File: config.mk
export PLATFORM = sky130hd
export DESIGN_NAME = datapath_sequencer
export DESIGN_NICKNAME = d
export VERILOG_FILES = /design/src/rtl/datapath_sequencer.sv
export SDC_FILE = /design/constraint.sdc
export NUM_CORES = 1
export LEC_CHECK = 0
export BUFFER_PORTS_ARGS = -buffer_cell sky130_fd_sc_hd__buf_2
export CAP_MARGIN = 20
export CORE_ASPECT_RATIO = 1.25
export CORE_MARGIN = 3
export CORE_UTILIZATION = 37
export CTS_CLUSTER_SIZE = 14
export DETAILED_ROUTE_END_ITERATION = 10
export PLACE_DENSITY = 0.91
export SYNTH_ARGS = -nofsm -noshare
export SYNTH_HDL_FRONTEND = slang
export SYNTH_SLANG_ARGS = --single-unit
File: constraint.sdc
create_clock -name clock -period 1.6 [get_ports clock]
set_input_delay 0.16 -clock clock [delete_from_list [all_inputs] [get_ports clock]]
set_output_delay 0.16 -clock clock [all_outputs]
set_load 0.005 [all_outputs]
File: src/rtl/datapath_sequencer.sv
// datapath_sequencer: hardwired T-state control for a single-bus CPU.
// Strobes decode from state and ir; PCin alone also watches mem_ready.
module datapath_sequencer (
  input  logic        clock,
  input  logic        clear,
  input  logic        run,
  input  logic        mem_ready,
  input  logic [31:0] ir,
  output logic        PCout,
  output logic        PCin,
  output logic        IncPC,
  output logic        MARin,
  output logic        MDRin,
  output logic        MDRout,
  output logic        Read,
  output logic        IRin,
  output logic        Yin,
  output logic        Zin,
  output logic        Zhighout,
  output logic        Zlowout,
  output logic        HIin,
  output logic        LOin,
  output logic        Gra,
  output logic        Grb,
  output logic        Grc,
  output logic        Rin,
  output logic        Rout,
  output logic [4:0]  alu_op,
  output logic        instr_done,
  output logic        illegal,
  output logic        halted,
  output logic [3:0]  state
);

  typedef enum logic [3:0] {
    IDLE   = 4'd0,
    T0     = 4'd1,
    T1     = 4'd2,
    T2     = 4'd3,
    T3     = 4'd4,
    T4     = 4'd5,
    T5     = 4'd6,
    T6     = 4'd7,
    HALTED = 4'd8
  } state_t;

  state_t     cur;
  logic [4:0] op;
  logic       is_bin;
  logic       is_wide;
  logic       is_un;
  logic       is_nop;
  logic       is_halt;
  logic       unused_ir;

  assign op        = ir[31:27];
  assign unused_ir = ^ir[26:0];
  assign state     = cur;

  assign is_bin  = (op <= 5'd8);
  assign is_wide = (op == 5'd15) | (op == 5'd16);
  assign is_un   = (op == 5'd17) | (op == 5'd18);
  assign is_nop  = (op == 5'd26);
  assign is_halt = (op == 5'd27);

  always_ff @(posedge clock) begin
    if (clear) begin
      cur <= IDLE;
    end else begin
      unique case (cur)
        IDLE:   if (run) cur <= T0;
        T0:     cur <= T1;
        T1:     if (mem_ready) cur <= T2;
        T2:     cur <= T3;
        T3: begin
          if (is_halt)
            cur <= HALTED;
          else if (is_bin | is_wide | is_un)
            cur <= T4;
          else
            cur <= run ? T0 : IDLE;
        end
        T4:     cur <= is_un ? (run ? T0 : IDLE) : T5;
        T5:     cur <= is_wide ? T6 : (run ? T0 : IDLE);
        T6:     cur <= run ? T0 : IDLE;
        HALTED: cur <= HALTED;
        default: cur <= IDLE;
      endcase
    end
  end

  always_comb begin
    PCout = 1'b0; PCin = 1'b0; IncPC = 1'b0;
    MARin = 1'b0; MDRin = 1'b0; MDRout = 1'b0;
    Read = 1'b0; IRin = 1'b0; Yin = 1'b0;
    Zin = 1'b0; Zhighout = 1'b0; Zlowout = 1'b0;
    HIin = 1'b0; LOin = 1'b0;
    Gra = 1'b0; Grb = 1'b0; Grc = 1'b0;
    Rin = 1'b0; Rout = 1'b0;
    alu_op = 5'd0;
    instr_done = 1'b0; illegal = 1'b0;
    halted = 1'b0;
    unique case (cur)
      T0: begin
        PCout = 1'b1; MARin = 1'b1;
        IncPC = 1'b1; Zin = 1'b1;
      end
      T1: begin
        Zlowout = 1'b1; Read = 1'b1; MDRin = 1'b1;
        // PC loads only on the cycle T1 is left
        PCin = mem_ready;
      end
      T2: begin
        MDRout = 1'b1; IRin = 1'b1;
      end
      T3: begin
        unique case (1'b1)
          is_bin:  begin Grb = 1'b1; Rout = 1'b1; Yin = 1'b1; end
          is_wide: begin Gra = 1'b1; Rout = 1'b1; Yin = 1'b1; end
          is_un: begin
            Grb = 1'b1; Rout = 1'b1;
            Zin = 1'b1; alu_op = op;
          end
          is_halt: instr_done = 1'b1;
          default: begin
            instr_done = 1'b1;
            illegal    = ~is_nop;
          end
        endcase
      end
      T4: begin
        unique case (1'b1)
          is_un: begin
            Zlowout = 1'b1; Gra = 1'b1;
            Rin = 1'b1; instr_done = 1'b1;
          end
          is_wide: begin
            Grb = 1'b1; Rout = 1'b1;
            Zin = 1'b1; alu_op = op;
          end
          default: begin
            Grc = 1'b1; Rout = 1'b1;
            Zin = 1'b1; alu_op = op;
          end
        endcase
      end
      T5: begin
        Zlowout = 1'b1;
        if (is_wide) begin
          LOin = 1'b1;
        end else begin
          Gra = 1'b1; Rin = 1'b1; instr_done = 1'b1;
        end
      end
      T6: begin
        Zhighout = 1'b1; HIin = 1'b1; instr_done = 1'b1;
      end
      HALTED: halted = 1'b1;
      default: ;
    endcase
  end

endmodule

==> results of run 1 <==
## worst reg2reg max path: stages (launching register included)
cell	delay, ns
dfxtp_4	0.37
buf_4	0.16
or3b_1	0.34
a21oi_1	0.14
o21bai_1	0.12
a41oi_1	0.19
## per-stage QoR
step                      util (%)  hold WS (ns)
after global placement       52.80        0.4472
after detailed placement     52.80        0.4552
after floorplan                  -        0.3196
after global routing         60.53        0.2059
after CTS                    56.36        0.1987
final                        60.53        0.2082
## routing by layer
metal | GRT usage, % | wire [um] | up-vias
li1 | - | - | 484
met1 | 23.40 | 925 | 435
met2 | 29.92 | 1241 | 40
met3 | 2.265 | 190 | 2
met4 | 2.439 | 14 | 0
met5 | 0 | 0 | -
## repair_timing
action	in CTS	in global routing
resized for setup	7	18
cloned	0	0
buffers inserted	3	0
pin swaps	4	5
setup endpoints to repair	11	11
## path summary, 6_finish.rpt
check,end,cells past startpoint
worst max-delay path,alu_op[0],6
worst min-delay path,state[1]$_SDFFE_PP0P_,4
worst min register to register,state[3]$_SDFFE_PP0P_,2
worst max register to register,state[2]$_SDFFE_PP0P_,5
## cells in the final DEF, fill, tap and decap left out, drive strengths merged, types with 4 or more instances in the layout
master | Yosys | layout
buf | 13 | 55
nor2 | 11 | 11
a21oi | 11 | 11
nand3 | 7 | 7
nand2b | 7 | 7
o21ai | 7 | 7
nor3 | 5 | 5
and3 | 4 | 4
and2 | 4 | 4
dfxtp | 4 | 4
## where the power goes
| group | internal (mW) | switching, mW | total, mW |
|---|---|---|---|
| Sequential | 0.112 | 0.0246 | 0.137 |
| Combinational | 0.148 | 0.151 | 0.299 |
| Clock | 0.0841 | 0.0434 | 0.127 |
## cell usage after synthesis (3+ instances only)
library cell  count  area share, %
nor2_1           11            5.6
a21oi_1           9            6.1
buf_2             7            4.8
nand2b_1          7            5.9
nand3_1           7            4.8
buf_4             6            6.1
and2_1            4            3.4
and3_1            4            3.4
dfxtp_1           4             11
nor3_1            4            2.7
o21ai_0           4            2.7
a211oi_1          3            3.1
nand2_1           3            1.5
nor2b_1           3            2.5
o21ai_1           3            2.0
## cell families (layout without fill, tap and decap cells)
logic type | after synthesis | after routing
xor gates and xnor gates | 2 | 2
and+or+nand+nor | 56 | 56
buffers and inverters | 17 | 60
DFF | 4 | 4
AOI/OAI and AO/OA | 32 | 32
## cell type report
class | instances | area (um^2) | area share, %
Sequential cell | 4 | 90.09 | 8.136
Timing Repair Buffer | 55 | 334.1 | 30.17
Inverter | 2 | 7.507 | 0.6780
Tap cell | 19 | 23.77 | 2.147
Multi-Input combinational cell | 90 | 629.4 | 56.84
Clock buffer | 3 | 22.52 | 2.034
==> results.sh, run 1 <==
export IMPL_status="complete, but fails checks"
export IMPL_violations="setup timing"
export IMPL_drc=0
export IMPL_pre_cts_ws_ns=-0.05554
export IMPL_fin_area_um2=1107
export IMPL_powerDensity_nw_per_um2=508.9
export IMPL_place_area_um2=965.9
export IMPL_ys_types=39
export IMPL_fp_dieArea_um2=2566
export IMPL_yosys_area_share_simple_pct=44.99
export IMPL_drive_gt1_share_pct=51.30
export IMPL_avgViaCountPerCell=5.555
export IMPL_reg2reg_slack_ns=0.18
export IMPL_largest_reg_flops=4
export IMPL_cts_tree="built"
export IMPL_fp_row_count=17
export IMPL_synth_xor_area_share_pct=2.377
export IMPL_worstPathCellList="buf_6, or3b_4, or3_4, a21oi_4, and2_4, buf_6"
export IMPL_skew_ns=0.001955
export IMPL_endpoint_kind="output pin"
export IMPL_fin_crit_ns=1.639
export IMPL_fin_cells=173
export IMPL_clk_latency_ns=0.24
export IMPL_tightest_slew_ns=0.3357
export IMPL_globalplace_congestion=0.9092
export IMPL_cp_max_fo=5
export IMPL_synthAdderAreaFrac_pct=0
export IMPL_clk_path_buf_depth=2
export IMPL_p_leak_nw=0.5677
export IMPL_cts_sink_count=4
export IMPL_ioPinCount=67
export IMPL_worstPathArrival_ns=1.48
export IMPL_core_um2=1829
export IMPL_fin_nets=192
export IMPL_finalPower_uw=563.5
export IMPL_drtIter0Drc=20
export IMPL_period_share_pct=102.4
export IMPL_hold_viol=0
export IMPL_wl_um=2372
export IMPL_synth_compound_area_share_pct=28.86
export IMPL_cp_required_ns=1.44
export IMPL_drt_antenna_violating_nets=0
export IMPL_slew_violations=0
export IMPL_synth_edf_count=0
export IMPL_clk_pin_slew_ns=0.04
export IMPL_maxCapViolations=0
export IMPL_hp_start="clear"
export IMPL_syn_num_nets=147
export IMPL_synthCells=111
export IMPL_yosys_most_used_dff="dfxtp_1"
export IMPL_synth_seq_cells=4
export IMPL_antenna_found_initial=0
export IMPL_first_pass_iters=4
export IMPL_cts_buffers=3
export IMPL_setup_ws_ns=-0.03873
export IMPL_holdBufCountCts=0
export IMPL_synth_top_family_by_area="simple AND/OR/NAND/NOR gates"
export IMPL_timing_rr_start="state[0]$_SDFFE_PP0P_"
export IMPL_relSlewSlack_pct=77.62
export IMPL_synth_mux_area_share_pct=0
export IMPL_dp_cells=167
export IMPL_synth_seq_area_share_pct=10.87
export IMPL_fmax_ghz=0.6102
export IMPL_crit_type="input pin to output pin"
export IMPL_path_delay_family="simple AND/OR/NAND/NOR gates"
export IMPL_port_buffers=39
export IMPL_grt_overflow_total=0
export IMPL_grt_pass1_wl_um=3608
export IMPL_rsz0062_at_grt="yes"
export IMPL_syn_area_per_cell_um2=6.639
export IMPL_path_buf_inv=2
export IMPL_fill_cells=162
export IMPL_slowest_delay_ns=0.40
export IMPL_syn_area_um2=737.0
export IMPL_cpMostUsedCell="buf_6"
export IMPL_yosysWarnings=0
export IMPL_grt_pass1_vias=811
export IMPL_grt_max_degree=12
export IMPL_syn_to_final_growth_pct=50.25
export IMPL_cp_startpoint="ir[29]"
export IMPL_setup_tns_ns=-0.1143
export IMPL_initial_utilization_pct=40.29
export IMPL_dp_hpwl_um=1743
export IMPL_grt_usage_pct=17.65
export IMPL_start_kind="input pin"
export IMPL_routedWlPerCell_um=13.71
export IMPL_hold_path_class="input pin to flop"
export IMPL_vias=961
export IMPL_die_h_um=55.90
export IMPL_synthArstFlopShare_pct=0
export IMPL_vdd_drop_max_uv=269.1
export IMPL_num_antenna_cells=0
export IMPL_crit_slowest_cell="or3_4"
export IMPL_die_x_um=45.92
export IMPL_htreeDepth=1
export IMPL_setup_viol=5
export IMPL_cts_root_buf="clkbuf_4"
(Power assumes the default switching activity.)
==> inputs of run 2 (changes only) <==
--- a/config.mk
+++ b/config.mk
@@ -9,10 +9,10 @@
 export CAP_MARGIN = 20
 export CORE_ASPECT_RATIO = 1.25
 export CORE_MARGIN = 3
-export CORE_UTILIZATION = 37
+export CORE_UTILIZATION = 40
 export CTS_CLUSTER_SIZE = 14
 export DETAILED_ROUTE_END_ITERATION = 10
-export PLACE_DENSITY = 0.91
+export PLACE_DENSITY = 0.95
 export SYNTH_ARGS = -nofsm -noshare
 export SYNTH_HDL_FRONTEND = slang
 export SYNTH_SLANG_ARGS = --single-unit
==> constraint.sdc (replaced) <==
create_clock -name clock -period 1.9 [get_ports clock]
set_input_delay 0.19 -clock clock [delete_from_list [all_inputs] [get_ports clock]]
set_output_delay 0.19 -clock clock [all_outputs]
set_load 0.005 [all_outputs]
==> run 2 against run 1 <==
  * The run now ends clean
  * Power down 26%
  * Flip-flop and latch count did not move
  * Non-clock buffer count down 7
  * Sequential power shrank 15%
  * Final area decreased by 13%
  * Via count shrank 1.2%
==> results.sh, run 2 (synthesized netlist as in run 1, its figures left out) <==
export IMPL_status="finished clean"
export IMPL_worstPathArrival_ns=1.51
export IMPL_busiest_layer="met2"
export IMPL_cts_root_buf="clkbuf_4"
export IMPL_setup_tns_ns=0
export IMPL_htreeDepth=1
export IMPL_rsz0062_at_grt="no"
export IMPL_setup_viol=0
export IMPL_ioPinCount=67
export IMPL_drtIter0Drc=17
export IMPL_met1_usage_pct=21.33
export IMPL_hp_start="clear"
export IMPL_final_cell_mix="buf_2, nor2_1, a21oi_1, buf_4"
export IMPL_syn_to_final_growth_pct=30.39
export IMPL_antenna_found_initial=0
export IMPL_fin_nets=185
export IMPL_grt_max_degree=16
export IMPL_die_h_um=53.99
export IMPL_crit_slowest_cell="dfxtp_2"
export IMPL_wl_um=2138
export IMPL_maxCapViolations=0
export IMPL_skew_ns=0.0004815
export IMPL_relSlewSlack_pct=79.79
export IMPL_final_common_cell="buf_2"
export IMPL_setup_ws_ns=0.1965
export IMPL_reg2reg_depth=5
export IMPL_fin_crit_ns=1.703
export IMPL_avgViaCountPerCell=5.752
export IMPL_first_pass_iters=4
export IMPL_holdBufCountCts=0
export IMPL_timing_rr_start="state[2]$_SDFFE_PP0P_"
export IMPL_reg2reg_slack_ns=0.53
export IMPL_grt_util_met3_pct=1.338
export IMPL_pre_cts_ws_ns=0.1887
export IMPL_holdPathStages=4
export IMPL_fp_dieArea_um2=2397
export IMPL_grt_overflow_total=0
export IMPL_globalplace_congestion=0.9170
export IMPL_largest_reg_flops=4
export IMPL_worstReg2RegEnd="state[2]$_SDFFE_PP0P_"
export IMPL_cp_required_ns=1.71
export IMPL_crit_type="flop to output pin"
export IMPL_slowest_delay_ns=0.42
export IMPL_port_buffers=39
export IMPL_cp_startpoint="state[1]$_SDFFE_PP0P_"
export IMPL_fp_row_count=16
export IMPL_hold_viol=0
export IMPL_cts_buffers=3
export IMPL_ff_latch_area_um2=83.83
export IMPL_fill_cells=179
export IMPL_tightest_slew_ns=0.3021
export IMPL_cp_max_fo=10
export IMPL_drc=0
export IMPL_slew_violations=0
export IMPL_worstPathCellList="nor2b_1, a31oi_1, nor3_2, a211o_1, buf_2"
export IMPL_cts_tree="built"
export IMPL_clk_path_buf_depth=2
export IMPL_grt_pass1_wl_um=3408
export IMPL_holdPathEnd="state[1]$_SDFFE_PP0P_"
export IMPL_num_antenna_cells=0
export IMPL_period_share_pct=89.66
export IMPL_drive_gt1_share_pct=40.82
export IMPL_routedWlPerCell_um=12.96
export IMPL_initial_utilization_pct=44.89
export IMPL_start_kind="flop"
export IMPL_cts_sink_count=4
export IMPL_grt_pass1_vias=815
export IMPL_clk_latency_ns=0.23
export IMPL_powerDensity_nw_per_um2=435.8
export IMPL_endpoint_kind="output pin"
export IMPL_p_leak_nw=0.5100
export IMPL_grtUsageMet2_pct=34.22
export IMPL_multiInputGateArea_um2=561.8
export IMPL_drt_antenna_violating_nets=0
export IMPL_hold_path_class="input pin to flop"
export IMPL_vias=949
export IMPL_vdd_drop_max_uv=143.9
export IMPL_clk_pin_slew_ns=0.04
export IMPL_core_um2=1642
export IMPL_dp_hpwl_um=1622
export IMPL_final_core_util_pct=58.54
export IMPL_fmax_ghz=0.5870
export IMPL_die_x_um=44.39
export IMPL_grt_usage_pct=18.75
==> run 2: per-layer routing <==
metal / vias up / wire length, um
met1: 441 / 847
met5: - / 0
met3: 7 / 129
met2: 35 / 1115
li1: 466 / -
met4: 0 / 46
==> run 2: timing repair <==
action,4_1_cts,5_1_grt
setup buffers,0,0
endpoints found under the setup margin,0,8
resized for setup,0,3
==> run 2: power by group <==
| part | total [mW] | internal (mW) | switching, mW |
|---|---|---|---|
| Sequential | 0.117 | 0.0937 | 0.0231 |
| Combinational | 0.198 | 0.0925 | 0.105 |
| Clock | 0.104 | 0.0706 | 0.0334 |
==> run 2: layout make-up <==
| type | instances | share of cell area, % |
|---|---|---|
| Timing Repair Buffer | 48 | 27.34 |
| Clock buffer | 3 | 2.344 |
| Tap cell | 18 | 2.344 |
| Inverter | 2 | 0.7812 |
| Multi-Input combinational cell | 90 | 58.46 |
| Sequential cell | 4 | 8.724 |
==> run 2: worst max-delay path by stage <==
stage                       endpoint  depth (start not counted)
after floorplan           instr_done                          5
after global placement     alu_op[4]                          6
after detailed placement   alu_op[1]                          6
after CTS                 instr_done                          5
after global routing      instr_done                          5
final                     instr_done                          5
==> run 2: stage by stage <==
step                area, um^2  hold slack (ns)  power [mW]  instances
global route             960.9           0.2812      0.4481        165
detailed placement       934.6           0.4787      0.3125        162
global placement         934.6           0.4570      0.3040        162
CTS                      957.2           0.2778      0.4205        165
floorplan                737.0           0.3496      0.2475        111
finish                   960.9           0.2712      0.4188        165
==> run 2: critical path: cells and delay by family, from the launching register on <==
kind,cells,cell delay [ns]
and+or+nand+nor,2,0.53
DFF,1,0.42
AOI/OAI and AO/OA,2,0.22
buffers and inverters,1,0.10
